`src/rtl/seq_divider.sv`:
```
// Multi-cycle restoring divider with start/busy/done handshake, signed mode,
// and divide-by-zero / signed-overflow flags. One quotient bit per cycle.
module seq_divider #(
  parameter int WIDTH = 32
) (
  input  logic             clk,
  input  logic             rst_n,
  input  logic             start,
  input  logic             signed_mode,
  input  logic [WIDTH-1:0] dividend,
  input  logic [WIDTH-1:0] divisor,
  output logic             busy,
  output logic             done,
  output logic [WIDTH-1:0] quotient,
  output logic [WIDTH-1:0] remainder,
  output logic             div_by_zero,
  output logic             overflow
);

  localparam logic [1:0] S_IDLE = 2'd0;
  localparam logic [1:0] S_DIV  = 2'd1;
  localparam logic [1:0] S_FIX  = 2'd2;

  localparam int              CW         = $clog2(WIDTH + 1);
  localparam logic [CW-1:0]   COUNT_INIT = CW'(WIDTH);
  localparam logic [CW-1:0]   COUNT_ONE  = CW'(1);
  localparam logic [WIDTH-1:0] ONE       = WIDTH'(1);
  localparam logic [WIDTH-1:0] MIN_VAL   = {1'b1, {(WIDTH-1){1'b0}}};

  logic [1:0]       state_q, state_d;
  logic [CW-1:0]    count_q, count_d;
  logic [WIDTH-1:0] rem_q, rem_d;
  logic [WIDTH-1:0] quo_q, quo_d;
  logic [WIDTH-1:0] dvs_q, dvs_d;
  logic [WIDTH-1:0] raw_q, raw_d;
  logic             q_neg_q, q_neg_d;
  logic             r_neg_q, r_neg_d;
  logic             dbz_q, dbz_d;
  logic             ovf_q, ovf_d;
  logic             busy_q, busy_d;
  logic             done_q, done_d;
  logic [WIDTH-1:0] quot_q, quot_d;
  logic [WIDTH-1:0] remd_q, remd_d;
  logic             dbz_out_q, dbz_out_d;
  logic             ovf_out_q, ovf_out_d;

  logic             dvd_neg, dvs_neg;
  logic [WIDTH-1:0] dvd_mag, dvs_mag;
  logic [WIDTH:0]   rem_sh, trial;

  assign dvd_neg = signed_mode & dividend[WIDTH-1];
  assign dvs_neg = signed_mode & divisor[WIDTH-1];
  assign dvd_mag = dvd_neg ? (~dividend + ONE) : dividend;
  assign dvs_mag = dvs_neg ? (~divisor + ONE) : divisor;

  // Remainder is always below the divisor, so the shifted value needs one extra bit.
  assign rem_sh = {rem_q, quo_q[WIDTH-1]};
  assign trial  = rem_sh - {1'b0, dvs_q};

  always_comb begin
    // NOTE: every next-state signal gets a default first so no latch is inferred.
    state_d   = state_q;
    count_d   = count_q;
    rem_d     = rem_q;
    quo_d     = quo_q;
    dvs_d     = dvs_q;
    raw_d     = raw_q;
    q_neg_d   = q_neg_q;
    r_neg_d   = r_neg_q;
    dbz_d     = dbz_q;
    ovf_d     = ovf_q;
    busy_d    = busy_q;
    done_d    = 1'b0;
    quot_d    = quot_q;
    remd_d    = remd_q;
    dbz_out_d = dbz_out_q;
    ovf_out_d = ovf_out_q;

    case (state_q)
      S_IDLE: begin
        if (start) begin
          rem_d   = '0;
          quo_d   = dvd_mag;
          dvs_d   = dvs_mag;
          raw_d   = dividend;
          q_neg_d = dvd_neg ^ dvs_neg;
          r_neg_d = dvd_neg;
          dbz_d   = (divisor == '0);
          ovf_d   = signed_mode && (dividend == MIN_VAL) && (divisor == '1);
          count_d = COUNT_INIT;
          busy_d  = 1'b1;
          state_d = (divisor == '0) ? S_FIX : S_DIV;
        end
      end
      S_DIV: begin
        if (!trial[WIDTH]) begin
          rem_d = trial[WIDTH-1:0];
          quo_d = {quo_q[WIDTH-2:0], 1'b1};
        end else begin
          rem_d = rem_sh[WIDTH-1:0];
          quo_d = {quo_q[WIDTH-2:0], 1'b0};
        end
        count_d = count_q - COUNT_ONE;
        if (count_q == COUNT_ONE) state_d = S_FIX;
      end
      S_FIX: begin
        if (dbz_q) begin
          quot_d = '1;
          remd_d = raw_q;
        end else begin
          quot_d = q_neg_q ? (~quo_q + ONE) : quo_q;
          remd_d = r_neg_q ? (~rem_q + ONE) : rem_q;
        end
        dbz_out_d = dbz_q;
        ovf_out_d = ovf_q;
        done_d    = 1'b1;
        busy_d    = 1'b0;
        count_d   = '0;
        state_d   = S_IDLE;
      end
      default: state_d = S_IDLE;
    endcase
  end

  always_ff @(posedge clk or negedge rst_n) begin
    if (!rst_n) begin
      state_q   <= S_IDLE;
      count_q   <= '0;
      rem_q     <= '0;
      quo_q     <= '0;
      dvs_q     <= '0;
      raw_q     <= '0;
      q_neg_q   <= 1'b0;
      r_neg_q   <= 1'b0;
      dbz_q     <= 1'b0;
      ovf_q     <= 1'b0;
      busy_q    <= 1'b0;
      done_q    <= 1'b0;
      quot_q    <= '0;
      remd_q    <= '0;
      dbz_out_q <= 1'b0;
      ovf_out_q <= 1'b0;
    end else begin
      // NOTE: non-blocking assignments so every register samples pre-edge values.
      state_q   <= state_d;
      count_q   <= count_d;
      rem_q     <= rem_d;
      quo_q     <= quo_d;
      dvs_q     <= dvs_d;
      raw_q     <= raw_d;
      q_neg_q   <= q_neg_d;
      r_neg_q   <= r_neg_d;
      dbz_q     <= dbz_d;
      ovf_q     <= ovf_d;
      busy_q    <= busy_d;
      done_q    <= done_d;
      quot_q    <= quot_d;
      remd_q    <= remd_d;
      dbz_out_q <= dbz_out_d;
      ovf_out_q <= ovf_out_d;
    end
  end

  assign busy        = busy_q;
  assign done        = done_q;
  assign quotient    = quot_q;
  assign remainder   = remd_q;
  assign div_by_zero = dbz_out_q;
  assign overflow    = ovf_out_q;

endmodule

```
`config.mk`:
```
export PLATFORM = sky130hd
export DESIGN_NAME = seq_divider
export DESIGN_NICKNAME = d
export VERILOG_FILES = /design/src/rtl/seq_divider.sv
export SDC_FILE = /design/constraint.sdc
export NUM_CORES = 1
export LEC_CHECK = 0
export CORE_MARGIN = 2
export CORE_UTILIZATION = 25
export CTS_CLUSTER_DIAMETER = 150
export DETAILED_ROUTE_END_ITERATION = 10
export HOLD_SLACK_MARGIN = 0.1
export PLACE_DENSITY = 0.55
export SYNTH_ARGS = -nofsm -noshare
export SYNTH_HDL_FRONTEND = slang
export SYNTH_SLANG_ARGS = --single-unit
```
`constraint.sdc`:
```
create_clock -name clk -period 3.1 [get_ports clk]
set_input_delay 0.62 -clock clk [delete_from_list [all_inputs] [get_ports clk]]
set_output_delay 0.62 -clock clk [all_outputs]
set_load 0.01 [all_outputs]
```
Word level (Yosys, flattened, before mapping) --
Index checks and enable logic that the tools add are counted. W data, S select, Z words.
Cells by class: $lt $le $gt $ge 0, $add $sub $neg 6, multiply operators 0, reduce and logical (&&, ||, !) cells 12, equality and inequality tests 7, shift-type cells 0, divide/modulo/power cells 0, bitwise gates (word level) 7, mux-type cells 21
Operators with widths (number):
- $mux W32 | 9
- $add A32 B1 Y32 const B | 4
- $not A32 Y32 | 4
- $pmux W32 S2 | 2
- $eq A32 B32 Y1 const B | 2
- $sub A33 B32 Y33 | 1
- $logic_not A32 Y1 | 1
- $pmux W6 S3 | 1
- $reduce_and A2 Y1 | 5
- $eq A6 B1 Y1 const B | 1
- $mux W2 | 3
- $mux W6 | 1
- $sub A6 B1 Y6 const B | 1
- $ne A2 B2 Y1 const B | 2
- $pmux W2 S2 | 1
- $reduce_bool A2 Y1 | 2
- $mux W1 | 3
- $reduce_bool A3 Y1 | 1
- $and A1 B1 Y1 | 2
- $eq A2 B1 Y1 const B | 1
- $eq A2 B2 Y1 const B | 1
- $logic_and A1 B1 Y1 | 2
- $logic_not A2 Y1 | 1
- $pmux W1 S2 | 1
- $xor A1 B1 Y1 | 1
Storage, ports and cells: latch bits 0, input bits 68, memories 0, output and inout bits 68, memory bits (writable) 0, logic and storage cells 69, memory bits (read-only) 0, register bits 208

Depth between registers and ports, before layout --
Gate-level depths: netlist of the first run.
depth after elaboration 5, depth in mapped cells 13, gate-level depth less buffers 12

Least setup slack after synthesis of the first run --
No wires, ideal clock.
kind input-to-reg, start input dividend[5], end register quo_q[30], path buffers 0, data required time 2.964 ns, arrival time 2.902 ns, library setup time 0.136 ns, setup slack 0.061 ns, cell stages on the path 9, path through nor4_2 > nand3_1 > or4_1 > or4_1 > nor4_2 > a21oi_1 > xor2_1 > mux2i_1 > o21ai_0
On the way: word-level cells in the longest chain between the ends 5
RTL lines:
- start, declared | RTL line 10 | input logic [WIDTH-1:0] dividend,
- $not A32 Y32 | RTL line 53 | assign dvd_mag = dvd_neg ? (~dividend + ONE) : dividend;
- $add A32 B1 Y32 | RTL line 53
- $mux W32 | RTL line 53
- $mux W32 | RTL line 81 | if (start) begin
- $pmux W32 S2 | RTL line 79 | case (state_q)
- end signal, assigned | RTL line 148 | quo_q <= quo_d;
- end, declared | RTL line 33 | logic [WIDTH-1:0] quo_q, quo_d;
Every way passes these cells. The select of a mux whose other input is x is not followed. A chain may end at the register's enable or synchronous reset.

Worst setup path in the final report of the first run --
start register rem_q[13], end register remd_q[28], in the netlist remainder[28]
On the way: word-level cells in the longest chain between the ends 4
RTL lines:
- start, declared | RTL line 32 | logic [WIDTH-1:0] rem_q, rem_d;
- start signal, assigned | RTL line 147 | rem_q <= rem_d;
- $not A32 Y32 | RTL line 112 | remd_d = r_neg_q ? (~rem_q + ONE) : rem_q;
- $add A32 B1 Y32 | RTL line 112
- $mux W32 | RTL line 112
- $mux W32 | RTL line 107 | if (dbz_q) begin
- end signal, assigned | RTL line 158 | remd_q <= remd_d;
- end, declared | RTL line 43 | logic [WIDTH-1:0] remd_q, remd_d;
Every way passes these cells.

==> results.py, run 1 <==
metrics = {
    "critical_path": {
        "cp.required_ns": 3.53,
        "cp_common_cell": "or4_4",
        "start_kind": "flip-flop",
        "path_cells": "or3_4 > or4_4 > or4_4 > or4_4 > o41ai_4 > xor2_1 > o21ai_2 > mux2_4",
        "max_stage_delay_ns": 0.50,
        "worstSetupEndpointType": "flip-flop",
        "crit_type": "reg2reg",
        "slowest_stage": "or4_4",
        "cp.arrival_ns": 3.57,
        "worst-path-max-fanout": 4,
    },
    "die": {
        "start_util": 0.2531,
        "ios": 136,
        "rows": 83,
        "fp.dieH_um": 232.1,
        "core_area_sq_um": 51410,
        "die_area_sq_um": 53890,
        "die-width_um": 232.1,
    },
    "power": {
        "p_leak_nw": 7.974,
        "ir_drop_v": 0.0007200,
        "power_density_nw_per_um2": 1215,
    },
    "timing": {
        "holdWs_ns": 0.4748,
        "relSlewSlack": 0.3802,
        "fin_skew_ns": 0.02100,
        "maxSlewViolCount": 0,
        "max_freq_ghz": 0.3183,
        "setup_viol": 5,
        "hold_viol": 0,
        "fin_crit_ns": 3.141,
        "fin_crit_sh": 1.013,
        "grt_setup_unrepaired": "true",
        "worst_slew_pin_slew_ns": 0.9297,
        "worst_slack_ns": -0.04124,
    },
    "clock_network": {
        "cts_tree": "built",
        "cts_made_buffers": 26,
        "clk-insertion-delay-late_ns": 0.55,
        "clock_sinks": 208,
        "root_buffer": "clkbuf_16",
        "clockBufferDepth": 3,
        "clk_pin_slew_ns": 0.06,
        "h-tree-depth": 1,
    },
    "yosys": {
        "ys.flop_type": "dfrtp_1",
        "yosys_warnings": 0,
        "synth_edf_count": 0,
        "synth.largest_area_cell": "dfrtp_1",
        "ys_seq_area_frac": 0.4000,
        "yosys.area.top_type_share": 0.4000,
        "yosysUniqueCellTypes": 62,
        "async_reset_ff_frac": 1.000,
        "ys_top_cells_by_area": "dfrtp_1 40%, nand2_1 8.3%, o21ai_0 6.8%, xor2_1 6.1%, a21oi_1 5.0%",
        "ys_seq_elements": 208,
        "netlist_area_sq_um": 13010,
        "synthCells": 1558,
        "syn_area_per_cell_sq_um": 8.352,
        "synth_fp_nets": 1669,
    },
    "layout": {
        "final_common_cell": "nand2_1",
        "diodes": 0,
        "syn2layout_area_growth_pct": 38.37,
        "fin_nets": 1965,
        "final_cells": 2553,
        "layout-drive-gt1-share": 0.2034,
        "fin_area_sq_um": 18010,
        "mostFrequentLayoutCells": "283 x nand2_1, 204 x dfrtp_1, 199 x buf_4",
        "fillCellCount": 5273,
    },
    "place": {
        "port_buffers": 135,
        "dpl.hpwl_um": 31140,
        "dpl.cell_count": 2492,
        "gp_congestion": 0.8881,
        "placed_cell_area_sq_um": 16520,
    },
    "global_route": {
        "grt_pass1_wl_um": 63350,
        "grt_usage": 0.1456,
        "use_met3": 0.01793,
        "grt_use_met2": 0.2295,
        "grt_max_degree": 102,
        "grtUsageMet1": 0.2072,
        "top_usage_layer": "met2",
        "grt_pass1_vias": 11610,
        "grt-ovfl-total": 0,
        "antenna_found_initial": 0,
    },
    "drt": {
        "routed_wl_um": 40260,
        "vias_per_cell": 4.660,
        "wire_per_inst_um": 15.77,
        "drt_first_iter_violations": 598,
        "num_vias": 11900,
        "drt_first_pass_iters": 5,
        "ant_nets": 0,
        "drc": 0,
    },
    "hold_path": {
        "holdCritPathClass": "reg2reg",
    },
    "outcome": {
        "violations": "setup timing",
        "status": "complete, but fails checks",
    },
    "flow_run": {
        "cap_violations": 0,
    },
}
## repair_timing
action / 4_1_cts / 5_1_grt
endpoints found under the hold margin: 53 / 0
cloned: 2 / 2
pin swaps: 10 / 41
hold buffers: 1 / 0
resized for setup: 23 / 96
buffers inserted: 3 / 6
setup endpoints to repair: 38 / 53
## worst max-delay path, delay by kind of cell (launching register included)
family	cells	cell delay, ns
xor+xnor	1	0.21
flops	1	0.44
simple gates	4	1.78
compound gates	2	0.32
mux	1	0.29
## worst paths after layout
path | from | to | slack [ns] | cells past startpoint
setup / recovery | rem_q[13]$_DFFE_PN0P_ | remainder[28]$_DFFE_PN0P_ | -0.04 | 8
min in group asynchronous | rst_n | quotient[30]$_DFFE_PN0P_ | 0.63 | 2
hold reg to reg | raw_q[17]$_DFFE_PN0P_ | raw_q[17]$_DFFE_PN0P_ | 0.47 | 2
max in group asynchronous | rst_n | rem_q[15]$_DFFE_PN0P_ | 1.60 | 3
setup reg to reg | rem_q[13]$_DFFE_PN0P_ | remainder[28]$_DFFE_PN0P_ | -0.04 | 8
hold / removal | raw_q[17]$_DFFE_PN0P_ | raw_q[17]$_DFFE_PN0P_ | 0.47 | 2
## cell families after synthesis
| logic type | Yosys count | synth area share |
|---|---|---|
| XOR/XNOR | 139 | 0.09356 |
| AO/OA/AOI/OAI | 426 | 0.1922 |
| AND/OR/NAND/NOR | 553 | 0.1908 |
| flip-flops | 208 | 0.4000 |
| buffers and inverters | 142 | 0.04211 |
| multiplexers | 47 | 0.03942 |
| adder cells (fa/ha/maj) | 43 | 0.04192 |
## stage by stage
step	total power, W	TNS, ns	utilization	setup slack, ns
detailed placement	0.01724	-8.614	0.3214	-0.5719
CTS	0.02096	-0.8530	0.3423	-0.08214
global route	0.02355	-2.389	0.3503	-0.1533
finish	0.02187	-0.1098	0.3503	-0.04124
global placement	0.01704	-7.590	0.3214	-0.5592
floorplan	0.01213	0	-	0.06136
## cell type report
type | count | area, sq um | area share
inverters | 59 | 221.5 | 0.01230
clock buffers | 35 | 745.7 | 0.04141
flip-flops and latches | 208 | 5210 | 0.2893
repair buffers | 351 | 3156 | 0.1752
multi-input cells | 1208 | 7681 | 0.4266
well taps | 680 | 850.8 | 0.04725
clock inverters | 12 | 141.4 | 0.007852
## cells in the mapped netlist (14+ instances only)
cell type,instances
nand2_1,286
dfrtp_1,208
o21ai_0,176
a21oi_1,131
nor2_1,121
xor2_1,91
clkbuf_1,69
inv_1,59
xnor2_1,48
ha_1,42
o31ai_1,35
mux2_2,30
nand4_1,18
nand2b_1,17
nor3_1,17
mux2i_1,16
or3_1,15
or4_1,15
nor4_1,14
## registers in the layout, indices dropped and copies added (netlist names), 2 cells and up
| name | cells |
|---|---|
| raw_q | 32 |
| remainder | 32 |
| state_q | 2 |
| rem_q | 32 |
| quo_q | 32 |
| dvs_q | 32 |
| quotient | 32 |
| count_q | 6 |
## power breakdown
part	total (W)	switching [W]	leakage, nW	internal, W
combinational	0.0138	0.00739	4.91	0.00638
sequential	0.00499	0.00107	2.63	0.00392
clock	0.00311	0.00119	0.440	0.00193
total	0.0219	0.00965	7.97	0.0122
## metal layers
| metal | up-vias | part of all wire | routed length (um) |
|---|---|---|---|
| li1 | 6031 | - | - |
| met1 | 5555 | 0.48 | 19360 |
| met2 | 254 | 0.45 | 18180 |
| met3 | 56 | 0.044 | 1776 |
| met4 | 0 | 0.023 | 937 |
| met5 | - | 0 | 0 |
No activity file was read; power rests on OpenSTA's default activity.
==> run 2, diff against run 1 <==
--- a/config.mk
+++ b/config.mk
@@ -10,7 +10,7 @@
 export CTS_CLUSTER_DIAMETER = 150
 export DETAILED_ROUTE_END_ITERATION = 10
 export HOLD_SLACK_MARGIN = 0.1
-export PLACE_DENSITY = 0.55
+export PLACE_DENSITY = 0.54
 export SYNTH_ARGS = -nofsm -noshare
 export SYNTH_HDL_FRONTEND = slang
 export SYNTH_SLANG_ARGS = --single-unit
==> constraint.sdc (replaced) <==
create_clock -name clk -period 3 [get_ports clk]
set_input_delay 0.6 -clock clk [delete_from_list [all_inputs] [get_ports clk]]
set_output_delay 0.6 -clock clk [all_outputs]
set_load 0.01 [all_outputs]
==> run 2 against run 1 <==
Effect of this change: the run still ends with setup timing left; worst setup slack got worse by 0.16 ns; first-iteration DRC count rose by 22%; maximum frequency fell by 1.8%; highest routed layer unchanged.
==> results.py, run 2 (synthesis results as in run 1) <==
metrics = {
    "drt": {
        "drc": 0,
        "ant_nets": 0,
        "routed_wl_um": 40680,
        "drt_first_pass_iters": 5,
        "vias_per_cell": 4.649,
        "wire_per_inst_um": 15.74,
        "num_vias": 12020,
        "drt_first_iter_violations": 729,
    },
    "global_route": {
        "antenna_found_initial": 0,
        "grt-ovfl-total": 0,
        "grtUsageMet1": 0.2079,
        "grt_pass1_wl_um": 65340,
        "grt_usage": 0.1500,
        "grt_use_met2": 0.2472,
        "grt_pass1_vias": 12010,
        "use_met3": 0.01854,
        "top_usage_layer": "met2",
        "grt_max_degree": 63,
    },
    "critical_path": {
        "path_cells": "ha_2 > fa_2 > nand2b_4 > a21o_1 > a2111o_1 > nand3_2 > a311oi_2 > buf_4 > xor2_4 > buf_12 > or4_1 > nand3_1",
        "crit_type": "reg2reg",
        "worstSetupEndpointType": "flip-flop",
        "rr_worst_depth": 12,
        "start_kind": "flip-flop",
        "cp.arrival_ns": 3.66,
        "slowest_stage": "or4_1",
        "r2r_slack_ns": -0.20,
        "r2r_start": "dvs_q[0]$_DFFE_PN0P_",
        "worst-path-max-fanout": 5,
        "max_stage_delay_ns": 0.53,
        "critical_path_buf_inv_count": 2,
        "path_depth": 12,
        "cp.required_ns": 3.47,
        "worstReg2RegEnd": "rem_q[27]$_DFFE_PN0P_",
        "crit_family": "simple AND/OR/NAND/NOR gates",
    },
    "layout": {
        "diodes": 0,
        "mostFrequentLayoutCells": "279 x nand2_1, 229 x buf_4, 205 x dfrtp_1",
        "final_util": 0.3561,
        "layout-drive-gt1-share": 0.2241,
        "fin_area_sq_um": 18310,
        "final_common_cell": "nand2_1",
        "syn2layout_area_growth_pct": 40.68,
        "fin_nets": 1999,
    },
    "place": {
        "gp_congestion": 0.8981,
        "placed_cell_area_sq_um": 16710,
        "port_buffers": 135,
        "dpl.hpwl_um": 31540,
    },
    "clock_network": {
        "clk-insertion-delay-late_ns": 0.53,
        "clock_sinks": 208,
        "root_buffer": "clkbuf_16",
        "clk_pin_slew_ns": 0.06,
        "clockBufferDepth": 3,
        "cts_made_buffers": 25,
        "h-tree-depth": 1,
        "cts_tree": "built",
    },
    "timing": {
        "maxSlewViolCount": 0,
        "worst_slack_ns": -0.1991,
        "relSlewSlack": 0.4814,
        "max_freq_ghz": 0.3126,
        "fin_skew_ns": 0.01272,
        "grt_setup_unrepaired": "true",
        "fin_crit_ns": 3.199,
        "worst_slew_pin_slew_ns": 0.7779,
        "fin_crit_sh": 1.066,
        "setup_viol": 31,
        "hold_viol": 0,
    },
    "power": {
        "power_density_nw_per_um2": 1279,
        "p_leak_nw": 8.124,
        "ir_drop_v": 0.0007040,
    },
    "flow_run": {
        "cap_violations": 0,
    },
    "hold_path": {
        "hold_end": "raw_q[14]$_DFFE_PN0P_",
        "holdCritPathClass": "reg2reg",
        "min_path_cells": 2,
        "hp-start": "raw_q[14]$_DFFE_PN0P_",
    },
    "die": {
        "core_area_sq_um": 51410,
        "start_util": 0.2531,
        "die-width_um": 232.1,
        "die_area_sq_um": 53890,
        "ios": 136,
        "fp.dieH_um": 232.1,
        "rows": 83,
    },
    "outcome": {
        "violations": "setup timing",
        "status": "complete, but fails checks",
    },
}
run 2: worst register-to-register path: cells and delay by family, from the launching register on:
family | cells | cell delay (ns)
compound gates | 3 | 0.70
buf+inv | 2 | 0.37
xor+xnor | 1 | 0.22
fa+ha+maj | 2 | 0.55
flops | 1 | 0.41
simple gates | 4 | 0.89
run 2: power breakdown:
group / switching, W / internal, W
logic: 0.00788 / 0.00723
registers: 0.00111 / 0.00405
clock network: 0.00119 / 0.00195
run 2: how the worst max path moves through the flow:
stage | start | endpoint | slack (ns)
floorplan | quo_q[31]$_DFFE_PN0P_ | rem_q[4]$_DFFE_PN0P_ | -0.01
global placement | dividend[5] | quo_q[30]$_DFFE_PN0P_ | -0.69
detailed placement | dividend[5] | quo_q[26]$_DFFE_PN0P_ | -0.72
CTS | dvs_q[0]$_DFFE_PN0P_ | rem_q[23]$_DFFE_PN0P_ | -0.18
global route | dvs_q[0]$_DFFE_PN0P_ | rem_q[27]$_DFFE_PN0P_ | -0.26
finish | dvs_q[0]$_DFFE_PN0P_ | rem_q[27]$_DFFE_PN0P_ | -0.20
run 2: timing repair:
| item | 4_1_cts | 5_1_grt |
|---|---|---|
| pin swaps | 48 | 36 |
| hold buffers | 1 | 0 |
| resized for setup | 104 | 66 |
| buffers inserted | 13 | 8 |
| setup endpoints to repair | 49 | 52 |
| cloned | 3 | 0 |
| hold endpoints to repair | 53 | 0 |
run 2: per-layer routing:
layer	share of wire	wire length, um
met1	0.48	19390
met2	0.46	18880
met3	0.040	1615
met4	0.020	797
met5	0	0
run 2: cell type report:
type                    count  area (sq um)
multi-input cells        1208          7801
repair buffers            386          3372
fillers                  5275         33100
inverters                  59         221.5
clock buffers              36         737.0
clock inverters             8         115.1
flip-flops and latches    208          5209
well taps                 680         850.8
run 2: stage by stage:
step | setup WS, ns | power, W | setup TNS (ns) | std cells | hold WS [ns]
2_1_floorplan | -0.01492 | 0.01254 | -0.1338 | 1558 | 0.3044
3_3_place_gp | -0.6948 | 0.01780 | -12.23 | 2521 | 0.4608
3_5_place_dp | -0.7244 | 0.01800 | -14.30 | 2521 | 0.4626
4_1_cts | -0.1832 | 0.02305 | -4.121 | 2582 | 0.4782
5_1_grt | -0.2633 | 0.02527 | -5.401 | 2585 | 0.5022
6_report | -0.1991 | 0.02340 | -1.611 | 2585 | 0.4757
==> run 3, diff against run 2 <==
==> constraint.sdc (replaced) <==
create_clock -name clk -period 3.8 [get_ports clk]
set_input_delay 0.76 -clock clk [delete_from_list [all_inputs] [get_ports clk]]
set_output_delay 0.76 -clock clk [all_outputs]
set_load 0.01 [all_outputs]
==> run 3 against run 2 <==
Effect of this change: the run now ends clean; register-to-register slack better by 0.57 ns; sequential power down 20%; clock power shrank 18%; largest cell class unchanged; combinational power decreased by 43%; count of clock-buffer cells in the layout shrank 2; worst setup slack improved by 0.57 ns; critical path depth is 1 higher; power is 34% lower; routed wire length decreased by 5.2%; non-clock buffer count fell by 196; clock skew shrank 0.00093 ns; final cell count decreased by 7.5%; critical path type unchanged.
==> results.py, run 3 (synthesis results as in run 1) <==
metrics = {
    "drt": {
        "routed_wl_um": 38550,
        "num_vias": 11370,
        "drt_first_iter_violations": 875,
        "wire_per_inst_um": 16.13,
        "vias_per_cell": 4.759,
        "drt_first_pass_iters": 5,
        "drc": 0,
        "ant_nets": 0,
    },
    "die": {
        "start_util": 0.2531,
        "rows": 83,
        "die_area_sq_um": 53890,
        "core_area_sq_um": 51410,
        "die-width_um": 232.1,
        "fp.dieH_um": 232.1,
        "ios": 136,
    },
    "timing": {
        "maxSlewViolCount": 0,
        "worst_slew_pin_slew_ns": 1.196,
        "fin_crit_ns": 3.432,
        "hold_viol": 0,
        "fin_skew_ns": 0.01180,
        "setup_tns_ns": 0,
        "max_freq_ghz": 0.2913,
        "setup_viol": 0,
        "fin_crit_sh": 0.9032,
        "relSlewSlack": 0.1988,
        "grt_setup_unrepaired": "false",
    },
    "power": {
        "ir_drop_v": 0.0004226,
        "power_density_nw_per_um2": 946.3,
        "p_leak_nw": 7.028,
    },
    "critical_path": {
        "cp.required_ns": 4.26,
        "start_kind": "flip-flop",
        "crit_type": "reg2reg",
        "cp.arrival_ns": 3.89,
        "slowest_stage": "or4_1",
        "max_stage_delay_ns": 0.47,
        "worst-path-max-fanout": 45,
        "critical_path_buf_inv_count": 3,
        "cp_common_cell": "nand3_1",
        "crit_family": "simple AND/OR/NAND/NOR gates",
        "path_cells": "inv_1 > ha_1 > fa_1 > nand2b_1 > a21o_1 > a2111o_1 > nand3_1 > a311oi_1 > buf_4 > xor2_2 > buf_12 > or4_1 > nand3_1",
        "worstSetupEndpointType": "flip-flop",
    },
    "global_route": {
        "grt_max_degree": 90,
        "grt_usage": 0.1406,
        "grt_pass1_wl_um": 61310,
        "grt-ovfl-total": 0,
        "grt_pass1_vias": 10940,
        "antenna_found_initial": 0,
    },
    "clock_network": {
        "cts-hold-fix-buffers": 0,
        "cts_resized": 0,
        "cts_made_buffers": 24,
        "clock_sinks": 208,
        "h-tree-depth": 1,
        "clk_pin_slew_ns": 0.06,
        "cts_tree": "built",
        "root_buffer": "clkbuf_16",
        "clk-insertion-delay-late_ns": 0.53,
        "clockBufferDepth": 3,
        "post_cts_buffers": 0,
    },
    "layout": {
        "fillCellCount": 5393,
        "syn2layout_area_growth_pct": 25.03,
        "final_util": 0.3165,
        "layout-drive-gt1-share": 0.09011,
        "final_common_cell": "nand2_1",
        "mostFrequentLayoutCells": "285 x nand2_1, 207 x dfrtp_1, 176 x o21ai_0",
        "fin_nets": 1802,
    },
    "outcome": {
        "status": "finished, final reports clean",
    },
    "place": {
        "gp_congestion": 0.9319,
        "port_buffers": 135,
        "dpl.hpwl_um": 29460,
    },
    "hold_path": {
        "holdCritPathClass": "in2async",
    },
    "flow_run": {
        "cap_violations": 0,
    },
}
-- run 3: cell types whose count changed in the layout (fill, tap and decap cells not counted), moves of 6 or more --
cell,previous run,this run
buf_4,229,52
o21ai_0,138,176
o21ai_1,29,3
buf_6,13,0
a21oi_1,118,130
o21ai_2,12,0
a21oi_2,11,0
nor2_1,111,121
o31ai_1,28,35
nand2_1,279,285
nor2_4,6,0
o31ai_2,6,0
-- run 3: worst register-to-register path: stages (launching register included) --
cell and delay [ns]:
dfrtp_1 0.41, inv_1 0.10, ha_1 0.23, fa_1 0.38, nand2b_1 0.21, a21o_1 0.23, a2111o_1 0.41, nand3_1 0.16
a311oi_1 0.15, buf_4 0.18, xor2_2 0.15, buf_12 0.18, or4_1 0.48, nand3_1 0.08
-- run 3: final cells by class --
| cell class | count | area, sq um | area share |
|---|---|---|---|
| multi-input combinational | 1208 | 7298 | 0.4486 |
| sequential | 208 | 5206 | 0.3200 |
| inverter | 59 | 221.5 | 0.01361 |
| timing repair buffer | 190 | 1805 | 0.1110 |
| clock inverter | 10 | 155.1 | 0.009536 |
| clock buffer | 34 | 729.5 | 0.04484 |
| tap | 680 | 850.8 | 0.05230 |
| antenna | 1 | 2.502 | 0.0001538 |
-- run 3: power by group --
part	switching, W	leakage [nW]	internal, W	total [W]
sequential	0.000955	2.63	0.00319	0.00415
clock	0.000962	0.433	0.00160	0.00257
combinational	0.00503	3.96	0.00364	0.00868
total	0.00695	7.03	0.00844	0.0154
-- run 3: path summary, 6_finish.rpt --
kind | start | endpoint | slack [ns] | cells after the start
setup / recovery | quo_q[31]$_DFFE_PN0P_ | rem_q[25]$_DFFE_PN0P_ | 0.37 | 13
hold / removal | rst_n | quotient[27]$_DFFE_PN0P_ | 0.17 | 1
setup reg to reg | quo_q[31]$_DFFE_PN0P_ | rem_q[25]$_DFFE_PN0P_ | 0.37 | 13
hold reg to reg | raw_q[20]$_DFFE_PN0P_ | raw_q[20]$_DFFE_PN0P_ | 0.48 | 2
max in group asynchronous | rst_n | raw_q[3]$_DFFE_PN0P_ | 2.72 | 2
min in group clk | raw_q[20]$_DFFE_PN0P_ | raw_q[20]$_DFFE_PN0P_ | 0.48 | 2
-- run 3: through the flow --
stage	power, W	instance area (sq um)	hold slack [ns]	worst slack, ns	cells
global placement	0.01267	15380	0.4589	-0.04233	2345
floorplan	0.009892	13010	0.4331	0.6214	1558
global route	0.01675	16270	0.1863	0.1543	2389
finish	0.01540	16270	0.1746	0.3677	2390
detailed placement	0.01284	15380	0.4624	-0.05976	2345
CTS	0.01547	16270	0.1673	0.3629	2389
-- run 3: per-layer routing --
layer  global-route usage  vias to the layer above  part of all wire
met5                    0                        -                 0
met4              0.03446                        0             0.019
met3              0.01744                       42             0.045
met2               0.2172                      270              0.44
met1               0.2065                     5350              0.50
li1                     -                     5711                 -
